--- src/rtl/ysyx_23060236_clint.sv ---
// Core-local interruptor: 64-bit mtime/mtimecmp with a prescaled tick and a registered timer interrupt.
// Latency: every accepted request answers exactly one cycle later; time_intr trails register updates by one cycle.
// Backpressure: one request in flight; req_ready drops while a response waits and the response holds until resp_ready.
module ysyx_23060236_clint #(
    parameter logic [31:0] BASE_ADDR = 32'h0200_0000,
    parameter int unsigned TICK_DIV  = 1
) (
    input  logic        clock,
    input  logic        reset,
    input  logic        req_valid,
    output logic        req_ready,
    input  logic        req_wen,
    input  logic [31:0] req_addr,
    input  logic [31:0] req_wdata,
    input  logic [3:0]  req_wstrb,
    output logic        resp_valid,
    input  logic        resp_ready,
    output logic [31:0] resp_rdata,
    output logic        resp_err,
    output logic        time_intr
);

    typedef enum logic {
        IDLE = 1'b0,
        RESP = 1'b1
    } state_t;

    localparam logic [15:0] PRE_LAST = 16'(TICK_DIV - 1);

    localparam logic [15:0] OFF_CMP_LO   = 16'h4000;
    localparam logic [15:0] OFF_CMP_HI   = 16'h4004;
    localparam logic [15:0] OFF_MTIME_LO = 16'hBFF8;
    localparam logic [15:0] OFF_MTIME_HI = 16'hBFFC;

    state_t      state;
    state_t      state_next;
    logic [63:0] mtime;
    logic [63:0] mtimecmp;
    logic [15:0] prescaler;

    logic        in_window;
    logic        sel_cmp_lo;
    logic        sel_cmp_hi;
    logic        sel_mtime_lo;
    logic        sel_mtime_hi;
    logic        mapped;
    logic [31:0] read_mux;
    logic        accept;
    logic        wr;
    logic        tick;

    // Replace only the bytes whose strobe is set.
    function automatic logic [31:0] merge_bytes(input logic [31:0] old,
                                                input logic [31:0] wdata,
                                                input logic [3:0]  strb);
        logic [31:0] res;
        res = old;
        for (int b = 0; b < 4; b++) begin
            if (strb[b]) begin
                res[b*8 +: 8] = wdata[b*8 +: 8];
            end
        end
        return res;
    endfunction

    // Address decode and read-data selection for the current request.
    always_comb begin
        in_window    = (req_addr[31:16] == BASE_ADDR[31:16]);
        sel_cmp_lo   = in_window && (req_addr[15:0] == OFF_CMP_LO);
        sel_cmp_hi   = in_window && (req_addr[15:0] == OFF_CMP_HI);
        sel_mtime_lo = in_window && (req_addr[15:0] == OFF_MTIME_LO);
        sel_mtime_hi = in_window && (req_addr[15:0] == OFF_MTIME_HI);
        mapped       = sel_cmp_lo || sel_cmp_hi || sel_mtime_lo || sel_mtime_hi;
        read_mux     = 32'h0;
        if (sel_cmp_lo)   read_mux = mtimecmp[31:0];
        if (sel_cmp_hi)   read_mux = mtimecmp[63:32];
        if (sel_mtime_lo) read_mux = mtime[31:0];
        if (sel_mtime_hi) read_mux = mtime[63:32];
    end

    assign accept = req_valid && req_ready;
    assign wr     = accept && req_wen;
    assign tick   = (prescaler == PRE_LAST);

    // FSM state register.
    always_ff @(posedge clock) begin
        if (reset) begin
            state <= IDLE;
        end else begin
            state <= state_next;
        end
    end

    // FSM next state: accept in IDLE, leave RESP on the response handshake.
    always_comb begin
        state_next = state;
        case (state)
            IDLE:    if (req_valid)  state_next = RESP;
            RESP:    if (resp_ready) state_next = IDLE;
            default: state_next = IDLE;
        endcase
    end

    // FSM outputs: handshake signals are pure functions of state.
    always_comb begin
        req_ready  = (state == IDLE);
        resp_valid = (state == RESP);
    end

    // Prescaler free-runs 0..TICK_DIV-1; bus writes never disturb it.
    always_ff @(posedge clock) begin
        if (reset) begin
            prescaler <= 16'h0;
        end else if (tick) begin
            prescaler <= 16'h0;
        end else begin
            prescaler <= prescaler + 16'h1;
        end
    end

    // mtime: a bus write to either half wins over the tick, with no carry into the other half.
    always_ff @(posedge clock) begin
        if (reset) begin
            mtime <= 64'h0;
        end else if (wr && sel_mtime_lo) begin
            mtime[31:0] <= merge_bytes(mtime[31:0], req_wdata, req_wstrb);
        end else if (wr && sel_mtime_hi) begin
            mtime[63:32] <= merge_bytes(mtime[63:32], req_wdata, req_wstrb);
        end else if (tick) begin
            mtime <= mtime + 64'h1;
        end
    end

    // mtimecmp: byte-wise writes; resets to all ones so no interrupt fires before software programs it.
    always_ff @(posedge clock) begin
        if (reset) begin
            mtimecmp <= 64'hFFFF_FFFF_FFFF_FFFF;
        end else begin
            if (wr && sel_cmp_lo) begin
                mtimecmp[31:0] <= merge_bytes(mtimecmp[31:0], req_wdata, req_wstrb);
            end
            if (wr && sel_cmp_hi) begin
                mtimecmp[63:32] <= merge_bytes(mtimecmp[63:32], req_wdata, req_wstrb);
            end
        end
    end

    // Timer interrupt level from the current register values.
    always_ff @(posedge clock) begin
        if (reset) begin
            time_intr <= 1'b0;
        end else begin
            time_intr <= (mtime >= mtimecmp);
        end
    end

    // Response capture at acceptance; held unchanged while the response waits.
    always_ff @(posedge clock) begin
        if (reset) begin
            resp_rdata <= 32'h0;
            resp_err   <= 1'b0;
        end else if (accept) begin
            resp_rdata <= (req_wen || !mapped) ? 32'h0 : read_mux;
            resp_err   <= !mapped;
        end
    end

endmodule
--- config.mk ---
export PLATFORM = sky130hd
export DESIGN_NAME = ysyx_23060236_clint
export DESIGN_NICKNAME = d
export VERILOG_FILES = /design/src/rtl/ysyx_23060236_clint.sv
export SDC_FILE = /design/constraint.sdc
export NUM_CORES = 1
export LEC_CHECK = 0
export CORE_MARGIN = 1
export CORE_UTILIZATION = 55
export DETAILED_ROUTE_END_ITERATION = 6
export MAX_ROUTING_LAYER = met4
export PLACE_DENSITY_LB_ADDON = 0.1
export SETUP_SLACK_MARGIN = 0.2
export SLEW_MARGIN = 0
export SYNTH_ARGS = -nofsm -noshare
export SYNTH_HDL_FRONTEND = slang
export SYNTH_SLANG_ARGS = --single-unit
--- constraint.sdc ---
create_clock -name clock -period 6.6 [get_ports clock]
set_input_delay 0.66 -clock clock [delete_from_list [all_inputs] [get_ports clock]]
set_output_delay 0.66 -clock clock [all_outputs]
set_load 0.05 [all_outputs]
==> flow_metrics.env <==
export IMPL_multiInputGateArea_um2=7313
export IMPL_syn_nets=1643
export IMPL_routed_wl_um=42320
export IMPL_via_per_inst=6.937
export IMPL_required_ns=6.97
export IMPL_max_cap_violations=0
export IMPL_slowest_stage="nand4_2"
export IMPL_clk_latency_ns=0.45
export IMPL_clockBufferDepth=2
export IMPL_r2r_setup_slack_ns=3.36
export IMPL_synth_common_cells="dfxtp_1 (179), a21oi_1 (161), nand2_1 (132)"
export IMPL_dieArea_um2=21760
export IMPL_fin_crit_sh=0.5734
export IMPL_cts_setup_buffers=0
export IMPL_port_buffer_count=108
export IMPL_hold_violations=0
export IMPL_cp_startpoint="req_addr[17]"
export IMPL_finalSetupViolCount=0
export IMPL_grt_use_total=0.4006
export IMPL_fin_area_um2=13340
export IMPL_ys_flop_type="dfxtp_1"
export IMPL_final_util=0.6510
export IMPL_cts_repair_resized=0
export IMPL_crit_type="in -> reg"
export IMPL_worst_slack_ns=2.815
export IMPL_vias=12610
export IMPL_start_util=0.5682
export IMPL_diodes=0
export IMPL_rsz0062_at_grt="false"
export IMPL_ctsHoldBuffers=0
export IMPL_setup_tns_ns=0
export IMPL_worst_slew_pin_slew_ns=1.233
export IMPL_worstRegToRegCells=7
export IMPL_r2r_start="resp_valid$_SDFF_PP0_"
export IMPL_cts_buffers=17
export IMPL_clk_pin_slew_worst_paths_ns=0.07
export IMPL_ys_seq_area_frac=0.3077
export IMPL_drcViolationCount=0
export IMPL_pwr_density_cell_nw_per_um2=173.7
export IMPL_synth_edf_count=0
export IMPL_maxSlewHeadroom=0.1716
export IMPL_yosysMostFrequentCell="dfxtp_1"
export IMPL_drt_iter0_drc=1593
export IMPL_netlist_area_um2=11640
export IMPL_grt_max_degree=96
export IMPL_startpoint_type="primary input"
export IMPL_fin_hold_ws_ns=0.4513
export IMPL_cp_end_kind="flip-flop"
export IMPL_ys_warn_count=0
export IMPL_antenna_found_initial=0
export IMPL_die_w_um=147.5
export IMPL_crit_path_end="resp_rdata[13]$_SDFFE_PP0P_"
export IMPL_synth_area_leader_cell="dfxtp_1"
export IMPL_coreArea_um2=20490
export IMPL_fp_row_count=52
export IMPL_dpl_cell_area_um2=12740
export IMPL_register_area_um2=3583
export IMPL_grt_pass1_wl_um=65100
export IMPL_cts_tree="done"
export IMPL_yosysUniqueCellTypes=78
export IMPL_drive_gt1_frac=0.05171
export IMPL_slowest_delay_ns=0.66
export IMPL_outcome="completed"
export IMPL_root_buffer="clkbuf_16"
export IMPL_cp_cell_sequence="clkdlybuf4s50_1 > nor4_1 > nand4_2 > buf_4 > nor4_4 > buf_4 > a22o_1 > o221ai_1 > a21oi_1"
export IMPL_io_pins=109
export IMPL_ys_ff_latch=179
export IMPL_grt_pass1_vias=11320
export IMPL_wl_per_cell_um=23.29
export IMPL_dp_slack_ns=2.530
export IMPL_synth_area_per_cell_um2=7.748
export IMPL_netlist_area_leader_share=0.3077
export IMPL_critPathArrivalTime_ns=4.16
export IMPL_nFillCells=1808
export IMPL_antenna_left=0
export IMPL_total_power_mw=2.318
export IMPL_cts_sinks=179
export IMPL_fin_skew_ns=0.01405
export IMPL_worstReg2RegEnd="mtime[38]$_SDFFE_PP0P_"
export IMPL_dr_pass1_iters=5
export IMPL_irDropWorstVdd_mv=0.1795
export IMPL_async_reset_ff_frac=0
export IMPL_fin_nets=1674
export IMPL_area_growth_pct=14.58
export IMPL_synth_cells=1503
export IMPL_p_leak_nw=5.210
export IMPL_critical_path_peak_fanout=31
export IMPL_placedCellCount=1785
export IMPL_fin_crit_ns=3.785
export IMPL_die_h_um=147.5
export IMPL_gp_congestion=1.007
export IMPL_grt_remaining_overflow=0
export IMPL_fin_cells=1817
export IMPL_synth_area_leaders="dfxtp_1 (31%), ha_1 (7.2%), a21oi_1 (6.9%)"
export IMPL_max_freq_ghz=0.2642
export IMPL_hpwl_um=29610
export IMPL_cts_max_level=4
export IMPL_slew_viol_final=0
export IMPL_cp_common_cell="buf_4"
export IMPL_worstHoldPathType="reg -> reg"
[sequential cells by signal (all words and copies together), names as in the netlist]
name,cells
mtimecmp,64
mtime,64
resp_valid,1
time_intr,1
resp_err,1
prescaler,16
resp_rdata,32
[placed cells by master (no fill, tap or decap), types with 6 or more instances in the layout]
cell             instances
nor2_1                  85
o21ai_0                 87
and4_1                  19
nand2_1                132
xor2_1                   6
nand4_1                 41
o221ai_1                33
nand3_1                 47
clkdlybuf4s50_1        106
dfxtp_1                179
buf_4                   20
a22o_1                  33
nor4_4                   6
inv_1                   75
nor3b_1                  8
a31oi_1                 13
ha_1                    67
o21a_1                  34
a21o_1                  11
nor4_1                  60
nor3_1                  54
o211ai_1                42
a22oi_1                  7
and3_1                  36
a2111oi_0                9
clkbuf_16               17
a21oi_1                161
inv_6                    8
o31ai_1                 11
and2_1                  32
[kinds of logic after synthesis]
kind of cell	after synthesis	share of synthesized area
compound gates	501	0.2842
mux	6	0.005480
fa+ha+maj	67	0.07199
xor+xnor	11	0.008273
flops	179	0.3077
buf+inv	191	0.06683
simple gates	548	0.2555
[where the power goes]
| group | total (mW) | internal, mW | switching [mW] | leakage (nW) |
|---|---|---|---|---|
| clock | 1.09 | 0.576 | 0.510 | 0.297 |
| sequential | 1.08 | 1.08 | 0.00354 | 1.45 |
| combinational | 0.147 | 0.0527 | 0.0938 | 3.47 |
| total | 2.32 | 1.71 | 0.607 | 5.21 |
[worst max-delay path: cells and delay by family]
kind | cells | cell delay, ns
buffers and inverters | 3 | 1.30
AND/OR/NAND/NOR | 3 | 1.43
AO/OA/AOI/OAI | 3 | 0.72
[final cells by class]
class | instances | area share
Timing Repair Buffer | 127 | 0.09115
Clock inverter | 15 | 0.01360
Multi-Input combinational cell | 1133 | 0.5481
Tap cell | 270 | 0.02532
Clock buffer | 17 | 0.03188
Sequential cell | 179 | 0.2686
Inverter | 76 | 0.02138
[worst min-delay path by stage]
stage,startpoint,endpoint,slack (ns),cells after the start
CTS,resp_rdata[6]$_SDFFE_PP0P_,resp_rdata[6]$_SDFFE_PP0P_,0.45,2
finish,resp_rdata[6]$_SDFFE_PP0P_,resp_rdata[6]$_SDFFE_PP0P_,0.45,2
detailed placement,resp_rdata[13]$_SDFFE_PP0P_,resp_rdata[13]$_SDFFE_PP0P_,0.44,2
global placement,resp_rdata[26]$_SDFFE_PP0P_,resp_rdata[26]$_SDFFE_PP0P_,0.44,2
floorplan,prescaler[0]$_SDFF_PP0_,prescaler[0]$_SDFF_PP0_,0.44,1
global route,resp_rdata[13]$_SDFFE_PP0P_,resp_rdata[13]$_SDFFE_PP0P_,0.47,2
[per-layer routing]
| metal | vias up | routed length, um | GRT usage |
|---|---|---|---|
| met5 | - | 0 | - |
| met4 | 0 | 1318 | 0.1546 |
| met3 | 116 | 5171 | 0.08179 |
| met2 | 786 | 18400 | 0.5802 |
| met1 | 5970 | 17430 | 0.5451 |
| li1 | 5733 | - | - |
No activity file was read; power rests on OpenSTA's default activity.
